[src/rtl/ks_adder_arbiter_if.sv]
// Requester/consumer bus of the shared-adder arbiter: per-requester operand
// handshakes plus the single tagged result channel.
interface ks_adder_arbiter_if #(
  parameter int NREQ = 4,
  parameter int W    = 8
);
  localparam int IDW = $clog2(NREQ);

  logic [NREQ-1:0]   req_valid;
  logic [NREQ-1:0]   req_ready;
  logic [NREQ*W-1:0] req_a;
  logic [NREQ*W-1:0] req_b;
  logic [NREQ-1:0]   req_cin;
  logic [NREQ-1:0]   req_chain;
  logic              rsp_valid;
  logic              rsp_ready;
  logic [IDW-1:0]    rsp_id;
  logic [W-1:0]      rsp_sum;
  logic              rsp_cout;

  modport master (
    output req_valid, req_a, req_b, req_cin, req_chain, rsp_ready,
    input  req_ready, rsp_valid, rsp_id, rsp_sum, rsp_cout
  );

  modport slave (
    input  req_valid, req_a, req_b, req_cin, req_chain, rsp_ready,
    output req_ready, rsp_valid, rsp_id, rsp_sum, rsp_cout
  );
endinterface

[src/rtl/ks_adder_arbiter.sv]
// One Kogge-Stone adder shared round-robin among NREQ requesters, with a
// one-deep tagged result slot and a stored carry per requester for chaining.
module KS_adder #(
  parameter int W = 8
) (
  input  logic [W-1:0] a_i,
  input  logic [W-1:0] b_i,
  input  logic         cin_i,
  output logic [W-1:0] sum_o,
  output logic         cout_o
);
  localparam int LVL = $clog2(W);

  logic [LVL:0][W-1:0] g;
  logic [LVL:0][W-1:0] p;

  always_comb begin
    g = '0;
    p = '0;
    g[0] = a_i & b_i;
    p[0] = a_i ^ b_i;
    // Fold carry-in into bit 0 so every group generate already includes it.
    g[0][0] = g[0][0] | (p[0][0] & cin_i);
    for (int l = 1; l <= LVL; l++) begin
      for (int i = 0; i < W; i++) begin
        if (i >= (1 << (l - 1))) begin
          g[l][i] = g[l-1][i] | (p[l-1][i] & g[l-1][i - (1 << (l - 1))]);
          p[l][i] = p[l-1][i] & p[l-1][i - (1 << (l - 1))];
        end else begin
          g[l][i] = g[l-1][i];
          p[l][i] = p[l-1][i];
        end
      end
    end
    sum_o  = p[0] ^ {g[LVL][W-2:0], cin_i};
    cout_o = g[LVL][W-1];
  end
endmodule

module ks_arb_lane (
  input  logic clk,
  input  logic rst_n,
  input  logic upd_i,
  input  logic cout_i,
  input  logic cin_i,
  input  logic chain_i,
  output logic cin_o
);
  logic carry_q;

  assign cin_o = chain_i ? carry_q : cin_i;

  always_ff @(posedge clk or negedge rst_n) begin
    if (!rst_n)     carry_q <= 1'b0;
    else if (upd_i) carry_q <= cout_i;
  end
endmodule

module ks_adder_arbiter #(
  parameter int NREQ = 4,
  parameter int W    = 8
) (
  input  logic              clk,
  input  logic              rst_n,
  ks_adder_arbiter_if.slave bus
);
  localparam int IDW = $clog2(NREQ);

  logic [IDW-1:0]  ptr_q, ptr_d;
  logic [IDW-1:0]  gnt_id;
  logic            gnt_found, slot_free, accept;
  logic [NREQ-1:0] gnt_oh, lane_cin, req_cin, req_chain;
  logic [W-1:0]    add_a, add_b, add_sum;
  logic            add_cin, add_cout;

  logic            rsp_valid_q;
  logic [IDW-1:0]  rsp_id_q;
  logic [W-1:0]    rsp_sum_q;
  logic            rsp_cout_q;

  assign slot_free = !rsp_valid_q || bus.rsp_ready;

  // Scan from the far end back toward ptr so the nearest valid wins last.
  always_comb begin
    gnt_found = 1'b0;
    gnt_id    = '0;
    for (int k = NREQ - 1; k >= 0; k--) begin
      int j;
      j = int'(ptr_q) + k;
      if (j >= NREQ) j = j - NREQ;
      if (bus.req_valid[j]) begin
        gnt_found = 1'b1;
        gnt_id    = IDW'(j);
      end
    end
  end

  assign accept        = gnt_found && slot_free;
  assign gnt_oh        = accept ? (NREQ'(1) << gnt_id) : '0;
  assign bus.req_ready = gnt_oh;

  assign req_cin   = bus.req_cin;
  assign req_chain = bus.req_chain;
  assign add_a     = bus.req_a[gnt_id*W +: W];
  assign add_b     = bus.req_b[gnt_id*W +: W];
  assign add_cin   = lane_cin[gnt_id];

  ks_arb_lane u_lane [NREQ-1:0] (
    .clk     (clk),
    .rst_n   (rst_n),
    .upd_i   (gnt_oh),
    .cout_i  (add_cout),
    .cin_i   (req_cin),
    .chain_i (req_chain),
    .cin_o   (lane_cin)
  );

  KS_adder #(.W(W)) u_add (
    .a_i    (add_a),
    .b_i    (add_b),
    .cin_i  (add_cin),
    .sum_o  (add_sum),
    .cout_o (add_cout)
  );

  always_comb begin
    ptr_d = ptr_q;
    if (accept) ptr_d = (gnt_id == IDW'(NREQ - 1)) ? '0 : gnt_id + 1'b1;
  end

  always_ff @(posedge clk or negedge rst_n) begin
    if (!rst_n) begin
      ptr_q       <= '0;
      rsp_valid_q <= 1'b0;
      rsp_id_q    <= '0;
      rsp_sum_q   <= '0;
      rsp_cout_q  <= 1'b0;
    end else begin
      ptr_q <= ptr_d;
      if (accept) begin
        rsp_valid_q <= 1'b1;
        rsp_id_q    <= gnt_id;
        rsp_sum_q   <= add_sum;
        rsp_cout_q  <= add_cout;
      end else if (bus.rsp_ready) begin
        rsp_valid_q <= 1'b0;
      end
    end
  end

  assign bus.rsp_valid = rsp_valid_q;
  assign bus.rsp_id    = rsp_id_q;
  assign bus.rsp_sum   = rsp_sum_q;
  assign bus.rsp_cout  = rsp_cout_q;
endmodule

[src/flat_wrapper.sv]
// flat-port wrapper written by rule: the top's interface ports become plain ports
module ks_adder_arbiter_flat 
#(
  parameter int NREQ = 4,
  parameter int W    = 8
)
  (clk, rst_n, bus_req_valid, bus_req_a, bus_req_b, bus_req_cin, bus_req_chain, bus_rsp_ready, bus_req_ready, bus_rsp_valid, bus_rsp_id, bus_rsp_sum, bus_rsp_cout);
  ks_adder_arbiter_if #(.NREQ(NREQ), .W(W)) bus_i ();
  input  logic clk;
  input  logic rst_n;
  input wire logic [$bits(bus_i.req_valid)-1:0] bus_req_valid;
  input wire logic [$bits(bus_i.req_a)-1:0] bus_req_a;
  input wire logic [$bits(bus_i.req_b)-1:0] bus_req_b;
  input wire logic [$bits(bus_i.req_cin)-1:0] bus_req_cin;
  input wire logic [$bits(bus_i.req_chain)-1:0] bus_req_chain;
  input wire logic [$bits(bus_i.rsp_ready)-1:0] bus_rsp_ready;
  output wire logic [$bits(bus_i.req_ready)-1:0] bus_req_ready;
  output wire logic [$bits(bus_i.rsp_valid)-1:0] bus_rsp_valid;
  output wire logic [$bits(bus_i.rsp_id)-1:0] bus_rsp_id;
  output wire logic [$bits(bus_i.rsp_sum)-1:0] bus_rsp_sum;
  output wire logic [$bits(bus_i.rsp_cout)-1:0] bus_rsp_cout;
  assign bus_i.req_valid = bus_req_valid;
  assign bus_i.req_a = bus_req_a;
  assign bus_i.req_b = bus_req_b;
  assign bus_i.req_cin = bus_req_cin;
  assign bus_i.req_chain = bus_req_chain;
  assign bus_i.rsp_ready = bus_rsp_ready;
  assign bus_req_ready = bus_i.req_ready;
  assign bus_rsp_valid = bus_i.rsp_valid;
  assign bus_rsp_id = bus_i.rsp_id;
  assign bus_rsp_sum = bus_i.rsp_sum;
  assign bus_rsp_cout = bus_i.rsp_cout;
  ks_adder_arbiter #(.NREQ(NREQ), .W(W)) u_core (.clk(clk), .rst_n(rst_n), .bus(bus_i));
endmodule
[config.mk]
export PLATFORM = sky130hd
export DESIGN_NAME = ks_adder_arbiter_flat
export DESIGN_NICKNAME = d
export VERILOG_FILES = /design/src/rtl/ks_adder_arbiter_if.sv /design/src/rtl/ks_adder_arbiter.sv /design/src/flat_wrapper.sv
export SDC_FILE = /design/constraint.sdc
export NUM_CORES = 1
export LEC_CHECK = 0
export CAP_MARGIN = 10
export CORE_MARGIN = 10
export CORE_UTILIZATION = 44
export CTS_BUF_LIST = sky130_fd_sc_hd__clkbuf_4 sky130_fd_sc_hd__clkbuf_8
export CTS_CLUSTER_SIZE = 20
export DETAILED_ROUTE_END_ITERATION = 10
export MAX_ROUTING_LAYER = met4
export PLACE_DENSITY_LB_ADDON = 0.25
export SLEW_MARGIN = 20
export SYNTH_ARGS = -nofsm -noshare
export SYNTH_HDL_FRONTEND = slang
export SYNTH_SLANG_ARGS = --single-unit
[constraint.sdc]
create_clock -name clk -period 9.71 [get_ports clk]
set_input_delay 1.942 -clock clk [delete_from_list [all_inputs] [get_ports clk]]
set_output_delay 1.942 -clock clk [all_outputs]
set_load 0.05 [all_outputs]
==> run_results.csv <==
group,metric,value,unit
run_status,status,"completed",
min_path,hold_start,"u_core.bus.rsp_sum[4]$_DFFE_PN0P_",
clock_tree,cts_tree,"yes",
sta,finClkSkew,0.00383,ns
grt,grt_usage,0.132,
finish,final_common_cell,"clkdlybuf4s50_1",
synth,synth_nets,270,
sta,setup_viol,0,
finish,fill_cells,345,
power,p_switching,0.323,mW
power,p_comb_frac,0.726,
finish,drive_gt1_frac,0.0679,
grt,antenna_found_initial,0,
clock_tree,cts_inserted_buffers,3,
worst_setup_path,criticalPathCategory,"in2out",
floorplan,rows,23,
placement,place.gp.congestion,0.778,
floorplan,die_w,83.7,µm
route,drc,0,
grt,grt_pass1_wl,7.66,mm
finish,area_growth,54.3,%
clock_tree,cts_root_buf,"clkbuf_8",
worst_setup_path,crit_fanout,16,
route,routed_via_density,4.97,
floorplan,dieHeight,83.7,µm
floorplan,coreArea,3970,µm²
floorplan,die_area,7010,µm²
clock_tree,clock_latency,0.26,ns
clock_tree,ctsResizeCount,0,
synth,syn_area,1790,µm²
power,intPower,0.374,mW
power,pwr_density_cell,253,nW/µm²
clock_tree,clk_pin_slew,0.06,ns
sta,hold_viol,0,
worst_setup_path,required,7.77,ns
placement,io_buffers,94,
power,p_leak,1.21,nW
min_path,hold_path.class,"reg2reg",
route,wire_per_inst,15.1,µm
finish,design_area,2760,µm²
sta,grt_setup_unrepaired,"no",
power,clockPowerShare,0.088,
route,drt-total-wl,4.75,mm
sta,drv_slew,0,
worst_setup_path,ff2ff_path_depth,13,
synth,synth_ff_type,"dfrtp_1",
min_path,hold_path_end,"u_core.bus.rsp_sum[4]$_DFFE_PN0P_",
clock_tree,cts_max_level,1,
worst_setup_path,end_kind,"output port",
power,swShare,0.463,
synth,avgSynthCellArea,10.0,µm²
route,vias,1567,
synth,synthCells,178,
worst_setup_path,crit_path_start_kind,"primary input",
power,ir_drop,0.118,mV
synth,synth-edff-count,0,
worst_setup_path,worstPathArrival,4.77,ns
clock_tree,cts_hold_buf,0,
worst_setup_path,r2r_setup_slack,5.17,ns
finish,nNetsFinal,358,
finish,diodes,0,
synth,yosys_warnings,0,
synth,ys_ff_latch,18,
synth,yosysSeqAreaShare,0.252,
clock_tree,clockBufferDepth,2,
synth,synthArstFlopShare,1.00,
clock_tree,cts.sinks,18,
min_path,hold_depth,2,
floorplan,start_util,0.450,
floorplan,ios,95,
clock_tree,cts_setup_buffers,0,
sta,max_freq,149,MHz
sta,slew_headroom,0.377,
finish,final_cell_mix,"clkdlybuf4s50_1 (94), mux2i_1 (54), dfrtp_1 (18)",
route,first_iter_violations,59,
power,fin_total_pwr,0.697,mW
flow_run,cap_violations,0,
grt,grt_overflow,0,
sta,hold-worst-slack,0.479,ns
sta,tightest_slew,0.932,ns
placement,hpwl,3.93,mm
grt,grt_max_degree,24,
worst_setup_path,r2r-end,"u_core.u_lane[0].carry_q$_DFFE_PN0P_",
placement,dpl_cell_area,2700,µm²
power,pwr-share-seq,0.186,
worst_setup_path,r2r_start,"u_core.ptr_q[1]$_DFFE_PN0P_",
sta,period_minus_slack,6.72,ns
grt,grt_pass1_vias,1678,
route,final_antenna_net_count,0,
sta,finalSetupTns,0,ns
route,drtPass1Iterations,4,
sta,period_share,0.692,
synth,yosysUniqueCellTypes,33,
finish,final_util,0.695,
==> sequential cells by signal, indices dropped and copies added (netlist names) <==
signal / flops
u_core.u_lane.carry_q: 4
u_core.bus.rsp_cout: 1
u_core.bus.rsp_sum: 8
u_core.ptr_q: 2
u_core.bus.rsp_valid: 1
u_core.bus.rsp_id: 2
==> per-stage QoR <==
stage,instances,worst slack (ns)
floorplan,178,4.55
global placement,311,2.94
detailed placement,311,2.78
CTS,315,2.78
global route,315,2.83
finish,315,2.99
==> worst max-delay path, cell delays in order <==
cell and delay, ns:
clkdlybuf4s50_1 0.54, mux2i_1 0.14, a211oi_4 0.82, inv_1 0.21, ha_1 0.24, and2_1 0.16, clkdlybuf4s50_1 0.71
==> power groups by stage <==
stage | clock (mW) | combinational, mW | sequential [mW]
floorplan | 0 | 0.312 | 0.205
global placement | 0 | 0.506 | 0.129
detailed placement | 0 | 0.514 | 0.131
CTS | 0.0629 | 0.515 | 0.130
global route | 0.0652 | 0.554 | 0.135
finish | 0.0610 | 0.506 | 0.130
==> cell usage after synthesis, types with 4 or more instances <==
cell     count  area (µm²)
buf_4        4        30.0
mux2i_1     54         541
mux2_2      10         113
xor2_1       4        35.0
a21oi_1      5        25.0
dfrtp_1     18         450
buf_2        4        20.0
ha_1        11         138
o21ai_0     11        55.1
nand2_1     15        56.3
and2_1       5        31.3
inv_1        4        15.0
==> routing by layer <==
metal,up-vias,global-route usage,share of wire
met2,51,0.237,0.51
met5,-,-,0
met3,4,0.0225,0.037
li1,816,-,-
met4,0,0.0457,0.013
met1,696,0.143,0.43
==> layout make-up <==
cell class,instances,area [µm²],share of cell area
Clock buffer,4,55.1,0.0200
Inverter,4,15.0,0.00544
Multi-Input combinational cell,144,1230,0.445
Sequential cell,18,450,0.163
Tap cell,50,62.6,0.0227
Timing Repair Buffer,95,948,0.344
==> kinds of logic (layout without fill, tap and decap cells) <==
group,after synthesis,count (layout),synth area share
DFF,18,18,0.252
and+or+nand+nor,33,33,0.0896
adders and majority gates,13,13,0.0994
xor gates and xnor gates,4,4,0.0196
buffers and inverters,16,103,0.0665
muxes,64,64,0.365
AOI/OAI and AO/OA,30,30,0.108
==> worst max path at each step <==
stage | startpoint | to | slack (ns) | depth (start not counted)
floorplan | bus_req_valid[1] | bus_req_ready[0] | 4.55 | 7
global placement | bus_req_valid[1] | bus_req_ready[3] | 2.94 | 6
detailed placement | bus_req_valid[1] | bus_req_ready[0] | 2.78 | 7
CTS | bus_req_valid[1] | bus_req_ready[0] | 2.78 | 7
global route | bus_req_valid[3] | bus_req_ready[0] | 2.83 | 7
finish | bus_req_valid[3] | bus_req_ready[0] | 2.99 | 7
Power figures use the tool's default switching activity.
